**config.mk**
```make
export PLATFORM = sky130hd
export DESIGN_NAME = uart_rx
export DESIGN_NICKNAME = d
export VERILOG_FILES = /design/src/rtl/uart_rx_pkg.sv /design/src/rtl/uart_rx_bit_sync.sv /design/src/rtl/uart_rx.sv
export SDC_FILE = /design/constraint.sdc
export NUM_CORES = 1
export LEC_CHECK = 0
export CORE_UTILIZATION = 57
export DETAILED_ROUTE_END_ITERATION = 7
export GPL_ROUTABILITY_DRIVEN = 0
export GPL_TIMING_DRIVEN = 0
export HOLD_SLACK_MARGIN = 0.05
export PLACE_DENSITY = 0.83
export SLEW_MARGIN = 30
export SYNTH_ARGS = -nofsm -noshare
export SYNTH_HDL_FRONTEND = slang
export SYNTH_SLANG_ARGS = --single-unit
```
**constraint.sdc**
```tcl
create_clock -name clk -period 3.5 [get_ports clk]
set_clock_uncertainty 0.15 [all_clocks]
set_input_delay 0.35 -clock clk [delete_from_list [all_inputs] [get_ports clk]]
set_output_delay 0.35 -clock clk [all_outputs]
set_load 0.05 [all_outputs]
```
**src/rtl/uart_rx_pkg.sv**
```systemverilog
// Shared definitions for the UART receive path: frame defaults, the divider
// used by the external baud_generator, and the receiver state encoding.
package uart_rx_pkg;

  localparam int OVERSAMPLE_DEFAULT = 8;
  localparam int DATA_BITS_DEFAULT  = 8;
  localparam int CLK_HZ             = 50_000_000;
  localparam int BAUD_RATE          = 9600;

  // 50 MHz / (9600 * 8) truncates to 651, the RX baud_generator divider.
  localparam int BAUD_DIV = CLK_HZ / (BAUD_RATE * OVERSAMPLE_DEFAULT);

  typedef enum logic [1:0] {
    ST_IDLE  = 2'd0,
    ST_START = 2'd1,
    ST_DATA  = 2'd2,
    ST_STOP  = 2'd3
  } rx_state_t;

endpackage

```
**src/rtl/uart_rx_bit_sync.sv**
```systemverilog
// Multi-flop synchronizer for a single asynchronous input; flops reset to 1
// so an idle-high line does not produce a spurious falling edge at reset.
module bit_sync #(
  parameter int STAGES = 2
) (
  input  logic clk,
  input  logic rst_n,
  input  logic async_in,
  output logic sync_out
);

  logic [STAGES-1:0] chain_reg;

  always_ff @(posedge clk or negedge rst_n) begin
    if (!rst_n) chain_reg[0] <= 1'b1;
    else        chain_reg[0] <= async_in;
  end

  genvar gi;
  generate
    for (gi = 1; gi < STAGES; gi++) begin : g_stage
      always_ff @(posedge clk or negedge rst_n) begin
        if (!rst_n) chain_reg[gi] <= 1'b1;
        else        chain_reg[gi] <= chain_reg[gi-1];
      end
    end
  endgenerate

  assign sync_out = chain_reg[STAGES-1];

endmodule

```
**src/rtl/uart_rx.sv**
```systemverilog
// 8N1 UART receiver on an oversampled baud tick, with a one-entry holding
// register (valid/ready), framing-error pulse and sticky overrun flag.
module uart_rx
  import uart_rx_pkg::*;
#(
  parameter int OVERSAMPLE  = OVERSAMPLE_DEFAULT,
  parameter int DATA_BITS   = DATA_BITS_DEFAULT,
  parameter int SYNC_STAGES = 2
) (
  input  logic                 clk,
  input  logic                 rst_n,
  input  logic                 baud_tick,
  input  logic                 rx_serial,
  output logic [DATA_BITS-1:0] rx_data,
  output logic                 rx_valid,
  input  logic                 rx_ready,
  output logic                 frame_err,
  output logic                 overrun,
  input  logic                 clr_err,
  output logic                 busy
);

  localparam int CNT_W = $clog2(OVERSAMPLE);
  localparam int IDX_W = (DATA_BITS > 1) ? $clog2(DATA_BITS) : 1;
  localparam logic [CNT_W-1:0] CNT_MID  = CNT_W'(OVERSAMPLE / 2 - 1);
  localparam logic [CNT_W-1:0] CNT_LAST = CNT_W'(OVERSAMPLE - 1);
  localparam logic [IDX_W-1:0] IDX_LAST = IDX_W'(DATA_BITS - 1);

  logic                 rx_s;
  logic                 rx_s_prev_reg;
  rx_state_t            state_reg;
  logic [CNT_W-1:0]     cnt_reg;
  logic [IDX_W-1:0]     idx_reg;
  logic [DATA_BITS-1:0] shift_reg;
  logic                 deliver_reg;
  logic                 frame_err_reg;
  logic                 busy_reg;
  logic [DATA_BITS-1:0] rx_data_reg;
  logic                 rx_valid_reg;
  logic                 overrun_reg;

  bit_sync #(
    .STAGES(SYNC_STAGES)
  ) u_sync (
    .clk     (clk),
    .rst_n   (rst_n),
    .async_in(rx_serial),
    .sync_out(rx_s)
  );

  always_ff @(posedge clk or negedge rst_n) begin
    if (!rst_n) begin
      rx_s_prev_reg <= 1'b1;
      state_reg     <= ST_IDLE;
      cnt_reg       <= '0;
      idx_reg       <= '0;
      shift_reg     <= '0;
      deliver_reg   <= 1'b0;
      frame_err_reg <= 1'b0;
      busy_reg      <= 1'b0;
    end else begin
      rx_s_prev_reg <= rx_s;
      deliver_reg   <= 1'b0;
      frame_err_reg <= 1'b0;
      case (state_reg)
        ST_IDLE: begin
          // Edge-triggered so a line stuck low cannot restart the receiver.
          if (rx_s_prev_reg && !rx_s) begin
            state_reg <= ST_START;
            cnt_reg   <= '0;
            busy_reg  <= 1'b1;
          end
        end
        ST_START: begin
          if (baud_tick) begin
            if (cnt_reg == CNT_MID) begin
              cnt_reg <= '0;
              if (!rx_s) begin
                state_reg <= ST_DATA;
                idx_reg   <= '0;
              end else begin
                state_reg <= ST_IDLE;
                busy_reg  <= 1'b0;
              end
            end else begin
              cnt_reg <= cnt_reg + 1'b1;
            end
          end
        end
        ST_DATA: begin
          if (baud_tick) begin
            if (cnt_reg == CNT_LAST) begin
              shift_reg <= {rx_s, shift_reg[DATA_BITS-1:1]};
              cnt_reg   <= '0;
              if (idx_reg == IDX_LAST) begin
                state_reg <= ST_STOP;
                idx_reg   <= '0;
              end else begin
                idx_reg <= idx_reg + 1'b1;
              end
            end else begin
              cnt_reg <= cnt_reg + 1'b1;
            end
          end
        end
        ST_STOP: begin
          if (baud_tick) begin
            if (cnt_reg == CNT_LAST) begin
              state_reg <= ST_IDLE;
              busy_reg  <= 1'b0;
              cnt_reg   <= '0;
              if (rx_s) deliver_reg   <= 1'b1;
              else      frame_err_reg <= 1'b1;
            end else begin
              cnt_reg <= cnt_reg + 1'b1;
            end
          end
        end
        default: begin
          state_reg <= ST_IDLE;
          busy_reg  <= 1'b0;
          cnt_reg   <= '0;
        end
      endcase
    end
  end

  // A pop in the same clk as a delivery frees the slot, so the new byte loads.
  always_ff @(posedge clk or negedge rst_n) begin
    if (!rst_n) begin
      rx_data_reg  <= '0;
      rx_valid_reg <= 1'b0;
      overrun_reg  <= 1'b0;
    end else begin
      if (deliver_reg && (!rx_valid_reg || rx_ready)) begin
        rx_data_reg  <= shift_reg;
        rx_valid_reg <= 1'b1;
      end else if (rx_valid_reg && rx_ready) begin
        rx_valid_reg <= 1'b0;
      end
      if (deliver_reg && rx_valid_reg && !rx_ready) overrun_reg <= 1'b1;
      else if (clr_err)                             overrun_reg <= 1'b0;
    end
  end

  assign rx_data   = rx_data_reg;
  assign rx_valid  = rx_valid_reg;
  assign frame_err = frame_err_reg;
  assign overrun   = overrun_reg;
  assign busy      = busy_reg;

endmodule

```
# [Word-level counts from Yosys, hierarchy flattened]
# Index checks and enable logic that the tools add are counted.
[totals] wordCells=94 register_bits=32
[classes] n_reduce_logical=20 n_eq_ne=17 addsub=2 muxes=42
[op_table] op="two-way mux 3 bit" count=11
[op_table] op="two-way mux 1 bit" count=18
[op_table] op="two-way mux 2 bit" count=9
[op_table] op="inequality test 2 bit (second input constant)" count=9
[op_table] op="case mux 3 bit (3 select lines)" count=1
[op_table] op="case mux 2 bit (4 select lines)" count=1
[op_table] op="AND reduction 8 bit" count=1
[op_table] op="AND reduction 7 bit" count=1
[op_table] op="adder 3 x 1 -> 3 bit (second input constant)" count=2
[op_table] op="equality test 3 bit (second input constant)" count=2
[op_table] op="case mux 3 bit (2 select lines)" count=1
[op_table] op="AND reduction 3 bit" count=2
[op_table] op="AND reduction 6 bit" count=1
[op_table] op="nonzero test 2 bit" count=3
[op_table] op="logical AND 1 bit" count=5
[op_table] op="equality test 2 bit (second input constant)" count=2
[op_table] op="inequality test 2 x 1 -> 1 bit (second input constant)" count=2
[op_table] op="equality test 3 x 2 -> 1 bit (second input constant)" count=1
[op_table] op="zero test 1 bit" count=3
[op_table] op="case mux 1 bit (3 select lines)" count=1
[op_table] op="nonzero test 3 bit" count=1
[op_table] op="equality test 2 x 1 -> 1 bit (second input constant)" count=1
[op_table] op="zero test 2 bit" count=1
[op_table] op="OR reduction 2 bit" count=1
[op_table] op="logical OR 1 bit" count=1

# [Logic depth before layout (Yosys ltp)]
# Gate-level depths: netlist of run 1.
[depth] word_depth=5 mapped_depth=6 mapped_depth_nobuf=6

# [By module]
# A second synthesis of run 1 with hierarchy kept.
[hier_totals] hier_cells=110 hier_area_um2=1403.8
[modules_own_cells] module="uart_rx" cells_each=108 area_per_inst_um2=1351.3 instances=1 seq_area_each_um2=752.0
[modules_own_cells] module="bit_sync" cells_each=2 area_per_inst_um2=52.6 instances=1 seq_area_each_um2=52.6

# [Worst setup path after synthesis of run 1]
# No wires, ideal clock.
[synth_timing] path_type="register to register" from="register cnt_reg[0]" to="register shift_reg[0]" setup_ns=0.125 slack_ns=1.724 required_ns=3.225 arrival_time_ns=1.502 path_buffers=1 path_stages_with_launch=6 period_less_slack_ns=1.776 cell_sequence="dfrtp_1 -> ha_1 -> ha_1 -> nand4b_4 -> buf_2 -> mux2_2"
[synth_between] elab_chain_cells=2
[synth_lines] element="from (decl)" line_no="uart_rx.sv:32" rtl="logic [CNT_W-1:0] cnt_reg;"
[synth_lines] element="from (signal assigned)" line_no="uart_rx.sv:86" rtl="cnt_reg <= cnt_reg + 1'b1;"
[synth_lines] element="from (signal assigned)" line_no="uart_rx.sv:102" rtl="cnt_reg <= cnt_reg + 1'b1;"
[synth_lines] element="from (signal assigned)" line_no="uart_rx.sv:115" rtl="cnt_reg <= cnt_reg + 1'b1;"
[synth_lines] element="equality test 3 bit" line_no="uart_rx.sv:92" rtl="if (cnt_reg == CNT_LAST) begin"
[synth_lines] element="AND reduction 3 bit (no source line)"
[synth_lines] element="to (signal assigned)" line_no="uart_rx.sv:93" rtl="shift_reg <= {rx_s, shift_reg[DATA_BITS-1:1]};"
[synth_lines] element="to (decl)" line_no="uart_rx.sv:34" rtl="logic [DATA_BITS-1:0] shift_reg;"
# Every way passes these cells.
# A chain may end at the register's enable or synchronous reset.

# [Final worst setup path of run 1]
[layout_timing] from="register rx_data_reg[2] (netlist: rx_data[2])" to="output port rx_data[2]"
[layout_lines] element="from (decl)" line_no="uart_rx.sv:38" rtl="logic [DATA_BITS-1:0] rx_data_reg;"
[layout_lines] element="from (signal assigned)" line_no="uart_rx.sv:136" rtl="rx_data_reg <= shift_reg;"
[layout_lines] element="to (decl)" line_no="uart_rx.sv:14" rtl="output logic [DATA_BITS-1:0] rx_data,"
# No word-level cell between the ends.

==> results of run 1 <==
-- worst max path at each step --
| stage | cells after the start | endpoint | startpoint | slack (ns) |
|---|---|---|---|---|
| finish | 1 | rx_data[2] | rx_data[2]$_DFFE_PN0P_ | 1.52 |
| detailed placement | 4 | idx_reg[1]$_DFFE_PN0P_ | baud_tick | 1.36 |
| floorplan | 5 | shift_reg[0]$_DFFE_PN0P_ | cnt_reg[0]$_DFFE_PN0P_ | 1.72 |
| global route | 1 | rx_data[0] | rx_data[0]$_DFFE_PN0P_ | 1.46 |
| global placement | 1 | rx_data[3]$_DFFE_PN0P_ | rst_n | 1.40 |
| CTS | 1 | rx_data[2] | rx_data[2]$_DFFE_PN0P_ | 1.49 |
-- metrics by stage --
step	hold slack (ns)	area, sq um
final	0.208	1680
after global placement	0.196	1610
after floorplan	-0.0956	1410
after CTS	0.210	1680
after detailed placement	0.197	1610
after global routing	0.211	1680
-- Yosys cell counts --
cell       number  area, sq um
nand3_1         3         15.0
nor4bb_1        1         10.0
nand4b_4        1         23.8
ha_1            7         87.6
o2bb2ai_1       1         8.76
nand2_1         9         33.8
nor3b_1         1         7.51
a21oi_1         1         5.00
and2_4          1         8.76
nor3_1          3         15.0
or4b_4          1         13.8
dfstp_2         3         78.8
nand3b_1        1         7.51
a21o_1          2         15.0
a21boi_0        1         7.51
and3b_1         1         8.76
o22ai_1         3         18.8
o31ai_2         1         12.5
mux2_2         16          180
buf_2           3         15.0
nand2b_1        1         6.26
mux2i_1         1         10.0
nor4b_1         1         8.76
inv_1          10         37.5
nor2b_1         1         6.26
dfrtp_1        29          726
o21ai_0         8         40.0
-- repair_timing --
item | in CTS | in global routing
hold buffers | 1 | 0
hold endpoints to repair | 29 | 0
gates resized for setup | 0 | 0
-- per-layer routing --
metal  share of wire  GRT usage  up-vias  wire, microns
li1                -          -      433              -
met1            0.49      0.267      425           1090
met2            0.45      0.286       20            992
met3           0.043     0.0877        5             94
met4           0.015     0.0676        0             34
met5               0          0        -              0
-- cell type report --
| class | count | area share |
|---|---|---|
| inverter | 10 | 0.0223 |
| timing repair buffer | 18 | 0.104 |
| sequential | 32 | 0.478 |
| buffer | 3 | 0.00892 |
| multi-input combinational | 66 | 0.327 |
| tap | 28 | 0.0208 |
| clock buffer | 7 | 0.0387 |
-- power by group --
part           total [mW]  leakage (nW)  internal [mW]  switching [mW]
sequential          0.442         0.424          0.407          0.0354
combinational       0.210         0.373         0.0949           0.115
clock               0.226        0.0374          0.114           0.113
-- cells by family after synthesis --
group,Yosys count
AOI/OAI and AO/OA,17
adders and majority gates,7
DFF,32
muxes,17
and+or+nand+nor,25
buffers and inverters,13
==> flow_metrics.tcl, run 1 <==
set metrics [dict create \
    status "completed" \
    crit_path_end_kind "output pin" \
    ys_seq_area_frac 0.572 \
    numCtsBuffers 5 \
    p_leak_nw 0.834 \
    cts_buffer_depth 2 \
    fin_ws_ns 1.52 \
    holdPathStages 0 \
    drive_above_1_share 0.250 \
    chipWidth_microns 51.7 \
    powerDensity_nw_per_um2 522 \
    synth_area_per_cell_sq_um 12.7 \
    r2r_cells 5 \
    yosys_register_bits 32 \
    groute.usage.overall 0.198 \
    cts.sinks 32 \
    die_h_microns 51.7 \
    maxSlewViolCount 0 \
    worst_pin_slew_ns 0.667 \
    overflow 0 \
    port_buffers 17 \
    fin_crit_ns 1.98 \
    grt_pass1_vias 814 \
    fillers 161 \
    area_growth_pct 19.6 \
    relSlewSlack 0.555 \
    htree_levels 2 \
    multi_input_area_sq_um 551 \
    hold_end "u_sync.sync_out$_DFF_PN1_" \
    antenna_found_initial 0 \
    cts_root_buf "clkbuf_4" \
    drv_cap 0 \
    cp-start-kind "flip-flop" \
    routed_wl_microns 2210 \
    r2r_start "cnt_reg[0]$_DFFE_PN0P_" \
    grt_max_degree 33 \
    path_clk_slew_ns 0.09 \
    yosysUniqueCellTypes 27 \
    synth_compound_area_frac 0.0764 \
    ant_nets 0 \
    vdd_drop_max_mv 0.470 \
    muxShareOfSynthArea 0.135 \
    drc 0 \
    vias 883 \
    dr.pass1.iters 4 \
    syn-cell-area_sq_um 1410 \
    row_count 17 \
    synth_xor_area_frac 0 \
    regArea_sq_um 805 \
    timing.critical_path.buf_inv 1 \
    crit_path_max_incr_delay_ns 0.81 \
    r2r-end "shift_reg[5]$_DFFE_PN0P_" \
    synth_adder_area_share 0.0622 \
    setup-violations-final 0 \
    routed_via_density 5.38 \
    nNetsFinal 149 \
    final_cell_count_no_fill 164 \
    worstHoldPathType "flip-flop to flip-flop" \
    post-dp-hpwl_microns 1570 \
    layout_commonest_cell "dfrtp_1" \
    critical_path.slowest_cell "clkdlybuf4s50_1" \
    grt_first_pass_wirelength_microns 3670 \
    critical_path.top_delay_family "buffers and inverters" \
    post_cts_buffers 0 \
    syn_inst 111 \
    rsz0062_at_grt "no" \
    wl_per_cell_microns 13.5 \
    place_worst_setup_slack_ns 1.36 \
    dieArea_sq_um 2670 \
    finalPower_mw 0.879 \
    dpl.cell_count 156 \
    fmax_mhz 505 \
    diodes 0 \
    finalCritPeriodShare 0.566 \
    hold_violations 0 \
    yosysWarnings 0 \
    cp_max_fo 2 \
    crit_type "flip-flop to output pin" \
    arrival_ns 1.48 \
    r2r_slack_ns 1.59 \
    worstSkewPairLatency_ns 0.32 \
    start_util 0.618 \
    final_cell_mix "29 x dfrtp_1, 16 x mux2_2, 16 x clkdlybuf4s50_1, 10 x inv_1, 9 x nand2_1" \
    postLayoutCoreUtil 0.739 \
    ioPinCount 18 \
    synth_fp_nets 124 \
    crit_chain "clkdlybuf4s50_1" \
    hp-start "u_sync.chain_reg[0]$_DFF_PN1_" \
    fin_setup_tns_ns 0 \
    synth_top_family_by_area "multiplexers" \
    cts_tree "done" \
    required_ns 3.00 \
    coreArea_sq_um 2280 \
    yosys.area_share.simple 0.117 \
    first_iter_violations 11 \
]
Power figures use the tool's default switching activity.
==> run 2, diff against run 1 <==
Settings changed: CORE_UTILIZATION 57 to 53, PLACE_DENSITY 0.83 to 0.78.
Clock period 3.5 ns to 1.9 ns, I/O delays scaled along.
==> run 2 against run 1 <==
- register-to-register slack lost 1.5 ns
- critical path depth unchanged
- utilization fell by 6.2 points
- hold slack lost 0.080 ns
- sequential share of layout area is 0.28 points lower
- critical path type unchanged
- highest routed layer unchanged
==> flow_metrics.tcl, run 2 (same netlist as run 1, synthesis figures left out) <==
set metrics [dict create \
    status "completed" \
    cts.sinks 32 \
    p_int_mw 1.14 \
    ioPinCount 18 \
    grt_first_pass_wirelength_microns 3770 \
    cts_root_buf "clkbuf_4" \
    seqPwrFrac 0.498 \
    drive_above_1_share 0.250 \
    grt_pass1_vias 858 \
    combPwrFrac 0.240 \
    cp_max_fo 2 \
    r2r_start "cnt_reg[0]$_DFFE_PN0P_" \
    dr.pass1.iters 2 \
    start_util 0.563 \
    drc 0 \
    hold_violations 0 \
    routed_wl_microns 2220 \
    required_ns 1.56 \
    layout_commonest_cell "dfrtp_1" \
    fmax_mhz 548 \
    routed_via_density 5.22 \
    port_buffers 17 \
    fillers 192 \
    coreArea_sq_um 2500 \
    swShare 0.299 \
    worstSkewPairLatency_ns 0.32 \
    numCtsBuffers 5 \
    htree_levels 2 \
    chipWidth_microns 53.5 \
    crit_path_end_kind "output pin" \
    first_iter_violations 9 \
    area_growth_pct 20.3 \
    worst_pin_slew_ns 0.670 \
    grt_max_degree 33 \
    timing.critical_path.buf_inv 1 \
    post-dp-hpwl_microns 1580 \
    antenna_found_initial 0 \
    vias 867 \
    vdd_drop_max_mv 0.823 \
    critical_path.top_delay_family "buffers and inverters" \
    arrival_ns 1.49 \
    final_cell_mix "29 x dfrtp_1, 16 x mux2_2, 15 x clkdlybuf4s50_1, 10 x inv_1, 9 x nand2_1" \
    relSlewSlack 0.554 \
    cts_tree "done" \
    cts_buffer_depth 2 \
    setup-violations-final 0 \
    cp-start-kind "flip-flop" \
    p_switching_mw 0.488 \
    dpl.cell_count 158 \
    drv_cap 0 \
    maxSlewViolCount 0 \
    ant_nets 0 \
    fin_crit_ns 1.83 \
    groute.usage.overall 0.191 \
    crit_chain "clkdlybuf4s50_1" \
    critical_path.slowest_cell "clkdlybuf4s50_1" \
    die_h_microns 53.5 \
    row_count 18 \
    diodes 0 \
    crit_path_max_incr_delay_ns 0.81 \
    wl_per_cell_microns 13.4 \
    hp-start "rx_serial" \
    path_clk_slew_ns 0.09 \
    powerDensity_nw_per_um2 963 \
    final_cell_count_no_fill 166 \
    worstSetupStartpoint "rx_data[5]$_DFFE_PN0P_" \
    worstHoldPathType "input port to flip-flop" \
    dieArea_sq_um 2870 \
    rsz0062_at_grt "no" \
    overflow 0 \
    post_cts_buffers 0 \
    nNetsFinal 148 \
    p_leak_nw 0.852 \
    place_area_sq_um 1610 \
    fin_area_sq_um 1690 \
    pwr-share-clk 0.262 \
    crit_type "flip-flop to output pin" \
    finalCritPeriodShare 0.961 \
]
run 2: cell count changes in the layout (fill, tap and decap cells not counted), sizes merged:
| cell | before | now |
|---|---|---|
| buf | 4 | 3 |
| clkdlybuf4s50 | 16 | 15 |
| clkbuf | 7 | 8 |
| dlymetal6s2s | 0 | 1 |
run 2: power groups by stage:
stage / logic [mW] / registers, mW / clock network (mW)
2_1_floorplan: 0.267 / 0.839 / 0
3_3_place_gp: 0.375 / 0.821 / 0
3_5_place_dp: 0.389 / 0.825 / 0
4_1_cts: 0.392 / 0.812 / 0.442
5_1_grt: 0.455 / 0.821 / 0.479
6_report: 0.391 / 0.812 / 0.428
run 2: final timing paths:
path / end / slack (ns) / cells past startpoint
max: rx_data[5] / 0.07 / 1
min: u_sync.chain_reg[0]$_DFF_PN1_ / 0.13 / 1
max reg2reg: shift_reg[2]$_DFFE_PN0P_ / 0.13 / 4
min reg2reg: u_sync.sync_out$_DFF_PN1_ / 0.21 / 0
max in group asynchronous: cnt_reg[1]$_DFFE_PN0P_ / 0.88 / 2
min in group asynchronous: overrun$_DFFE_PN0P_ / 0.29 / 2
run 2: final cells by class:
cell class / instances / area, sq um / area share
inverter: 10 / 37.5 / 0.0222
sequential: 32 / 805 / 0.475
multi-input combinational: 66 / 557 / 0.329
tap: 30 / 37.5 / 0.0222
timing repair buffer: 18 / 178 / 0.105
buffer: 2 / 10.0 / 0.00591
clock buffer: 8 / 68.8 / 0.0407
run 2: layer usage:
metal / vias up / global-route usage / wire (microns) / part of all wire
li1: 435 / - / - / -
met1: 413 / 0.256 / 1110 / 0.50
met2: 16 / 0.273 / 996 / 0.45
met3: 3 / 0.0734 / 86 / 0.039
met4: 0 / 0.0833 / 21 / 0.0095
met5: - / 0 / 0 / 0
run 2: worst reg2reg max path: cells and delay by family, from the launching register on:
| family | cells | cell delay [ns] |
|---|---|---|
| adder cells (fa/ha/maj) | 2 | 0.51 |
| flip-flops | 1 | 0.40 |
| multiplexers | 1 | 0.37 |
| AND/OR/NAND/NOR | 1 | 0.23 |
run 2: per-stage QoR:
| stage | worst slack [ns] | TNS (ns) | utilization | hold WS, ns | power [mW] |
|---|---|---|---|---|---|
| after floorplan | 0.124 | 0 | - | -0.256 | 1.11 |
| after global placement | -0.0286 | -0.856 | 0.646 | 0.197 | 1.20 |
| after detailed placement | -0.0492 | -0.103 | 0.644 | 0.126 | 1.21 |
| after CTS | 0.0587 | 0 | 0.674 | 0.118 | 1.65 |
| after global routing | 0.00402 | 0 | 0.677 | 0.118 | 1.75 |
| final | 0.0737 | 0 | 0.677 | 0.128 | 1.63 |
run 2: timing repair:
| item | 4_1_cts | 5_1_grt |
|---|---|---|
| hold buffers | 1 | 0 |
| endpoints found under the setup margin | 3 | 3 |
| hold endpoints to repair | 29 | 0 |
| resized for setup | 0 | 2 |
==> run 3, diff against run 2 <==
Settings changed: SYNTH_HIERARCHICAL set to 1.
==> run 3 against run 2 <==
- via count grew 3.0%
- global-route usage up 1.1 points
- first-iteration DRC count did not move
- die area fell by 0.26%
- sequential share of layout area shrank 0.56 points
- non-clock buffer count rose by 2
- clock power is 18% higher
- hold slack got worse by 0.015 ns
- maximum frequency fell by 0.66%
- largest cell class unchanged
- critical endpoint unchanged
==> flow_metrics.tcl, run 3 <==
set metrics [dict create \
    synth_edf_count 0 \
    vdd_drop_max_mv 1.13 \
    area_growth_pct 22.0 \
    path_clk_slew_ns 0.10 \
    yosysWarnings 6 \
    p_switching_mw 0.508 \
    drv_cap 0 \
    cp.depth 1 \
    regArea_sq_um 805 \
    yosys_register_bits 32 \
    htree_levels 2 \
    finalCritPeriodShare 0.968 \
    combPwrFrac 0.239 \
    overflow 0 \
    setup-violations-final 0 \
    status "completed" \
    groute.usage.overall 0.201 \
    chipWidth_microns 53.5 \
    cts.sinks 32 \
    synthArstFlopShare 1.00 \
    synth_fp_nets 123 \
    arrival_ns 1.50 \
    ioPinCount 18 \
    crit_chain "clkdlybuf4s50_1" \
    yosysTopAreaCell "dfrtp_1" \
    start_util 0.562 \
    relSlewSlack 0.543 \
    ys.flop_type "dfrtp_1" \
    seqPwrFrac 0.468 \
    synth_area_leaders "dfrtp_1 52%, mux2_2 14%, ha_1 6.2%" \
    wl_per_cell_microns 14.2 \
    worst_pin_slew_ns 0.685 \
    yosysTopAreaCellShare 0.517 \
    drive_above_1_share 0.255 \
    fillers 189 \
    fmax_mhz 544 \
    cts_buffer_depth 2 \
    worstHoldPathType "input port to flip-flop" \
    synth_area_per_cell_sq_um 12.8 \
    drc 0 \
    busiest_layer "met2" \
    dr.pass1.iters 2 \
    powerDensity_nw_per_um2 1010 \
    use_met3 0.0632 \
    final_cell_mix "29 x dfrtp_1, 17 x mux2_2, 13 x clkdlybuf4s50_1, 8 x inv_1, 8 x nand2_1" \
    coreArea_sq_um 2500 \
    ant_nets 0 \
    layout_commonest_cell "dfrtp_1" \
    nNetsFinal 149 \
    row_count 18 \
    p_int_mw 1.22 \
    crit_path_max_incr_delay_ns 0.80 \
    multi_input_area_sq_um 548 \
    numCtsBuffers 5 \
    antenna_found_initial 0 \
    critical_path.top_delay_family "buffers and inverters" \
    grt_pass1_vias 858 \
    crit_path_end_kind "output pin" \
    dieArea_sq_um 2860 \
    routed_wl_microns 2380 \
    crit_type "flip-flop to output pin" \
    hold_violations 0 \
    cts_root_buf "clkbuf_4" \
    use_met2 0.321 \
    grt_use_met1 0.233 \
    maxSlewViolCount 0 \
    vias 893 \
    pwr-share-clk 0.293 \
    first_iter_violations 9 \
    p_leak_nw 0.884 \
    cp_max_fo 2 \
    worstSkewPairLatency_ns 0.33 \
    port_buffers 17 \
    grt_max_degree 33 \
    ys_top_cells_by_count "29 x dfrtp_1, 17 x mux2_2, 8 x inv_1, 8 x nand2_1, 7 x ha_1" \
    yosysUniqueCellTypes 28 \
    synth_most_common_cell "dfrtp_1" \
    grt_first_pass_wirelength_microns 3810 \
    r2r_cells 5 \
    diodes 0 \
    timing.critical_path.buf_inv 1 \
    fin_crit_ns 1.84 \
    required_ns 1.56 \
    syn_inst 110 \
    routed_via_density 5.35 \
    critical_path.slowest_cell "clkdlybuf4s50_1" \
    cts_tree "done" \
    fin_setup_tns_ns 0 \
    die_h_microns 53.5 \
    post-dp-hpwl_microns 1710 \
    cp-start-kind "flip-flop" \
    hold_ws_ns 0.114 \
    holdPathStages 1 \
    ys_seq_area_frac 0.573 \
    rsz0062_at_grt "no" \
    syn-cell-area_sq_um 1400 \
    swShare 0.294 \
]
run 3: cell count changes after synthesis, moves of 2 or more:
cell and delta:
nand2b_1 +2, inv_1 -2, o22ai_1 -2, buf_6 +2, o21ai_0 -3, a21oi_1 +3, nor3_1 -2, nor2_1 +4
mux2i_1 +3, nand3_1 -2, buf_2 -3
run 3: layer usage:
layer | vias to the layer above | routed length (microns)
met1 | 436 | 1000
li1 | 434 | -
met2 | 17 | 1240
met4 | 0 | 55
met3 | 6 | 73
met5 | - | 0
run 3: final timing paths:
| path | start | to | slack, ns |
|---|---|---|---|
| max in group asynchronous | rst_n | asynchronous set/reset pin | 0.88 |
| hold / removal | rx_serial | u_sync/chain_reg[0]$_DFF_PN1_ | 0.11 |
| min in group asynchronous | rst_n | overrun$_DFFE_PN0P_ | 0.27 |
| hold reg to reg | u_sync/chain_reg[0]$_DFF_PN1_ | u_sync/sync_out$_DFF_PN1_ | 0.21 |
| setup / recovery | rx_data[5]$_DFFE_PN0P_ | rx_data[5] | 0.06 |
| setup reg to reg | cnt_reg[0]$_DFFE_PN0P_ | shift_reg[2]$_DFFE_PN0P_ | 0.09 |
run 3: timing repair:
item | CTS | global route
hold endpoints to repair | 29 | 0
gates resized for setup | 0 | 5
setup buffers | 0 | 1
setup endpoints to repair | 0 | 13
hold buffers | 1 | 0
run 3: per-stage QoR:
stage,std cells,worst slack (ns),util,total power [mW],cell area (sq um)
after floorplan,110,0.221,-,1.10,1400
after global placement,157,-0.0502,0.645,1.18,1610
after detailed placement,157,0.0498,0.643,1.21,1610
after CTS,166,0.0236,0.677,1.72,1690
after global routing,167,0.0158,0.685,1.82,1710
final,167,0.0615,0.685,1.73,1710
run 3: power groups by stage:
| stage | sequential [mW] | combinational [mW] | clock [mW] |
|---|---|---|---|
| 2_1_floorplan | 0.818 | 0.283 | 0 |
| 3_3_place_gp | 0.814 | 0.366 | 0 |
| 3_5_place_dp | 0.822 | 0.392 | 0 |
| 4_1_cts | 0.809 | 0.396 | 0.514 |
| 5_1_grt | 0.820 | 0.465 | 0.539 |
| 6_report | 0.808 | 0.414 | 0.505 |
run 3: layout make-up:
class | count | area share
timing repair buffer | 19 | 0.111
inverter | 8 | 0.0175
clock buffer | 6 | 0.0241
sequential | 32 | 0.470
tap | 30 | 0.0219
multi-input combinational | 67 | 0.320
buffer | 3 | 0.0153
clock inverter | 2 | 0.0205
run 3: cells by family (layout without fill, tap and decap cells):
kind of cell             after synthesis  count (layout)  synth area share
buffers and inverters                 11              38            0.0401
flip-flops                            32              32             0.573
AO/OA/AOI/OAI                         16              16            0.0740
adder cells (fa/ha/maj)                7               7            0.0624
AND/OR/NAND/NOR                       23              23            0.0856
multiplexers                          21              21             0.165
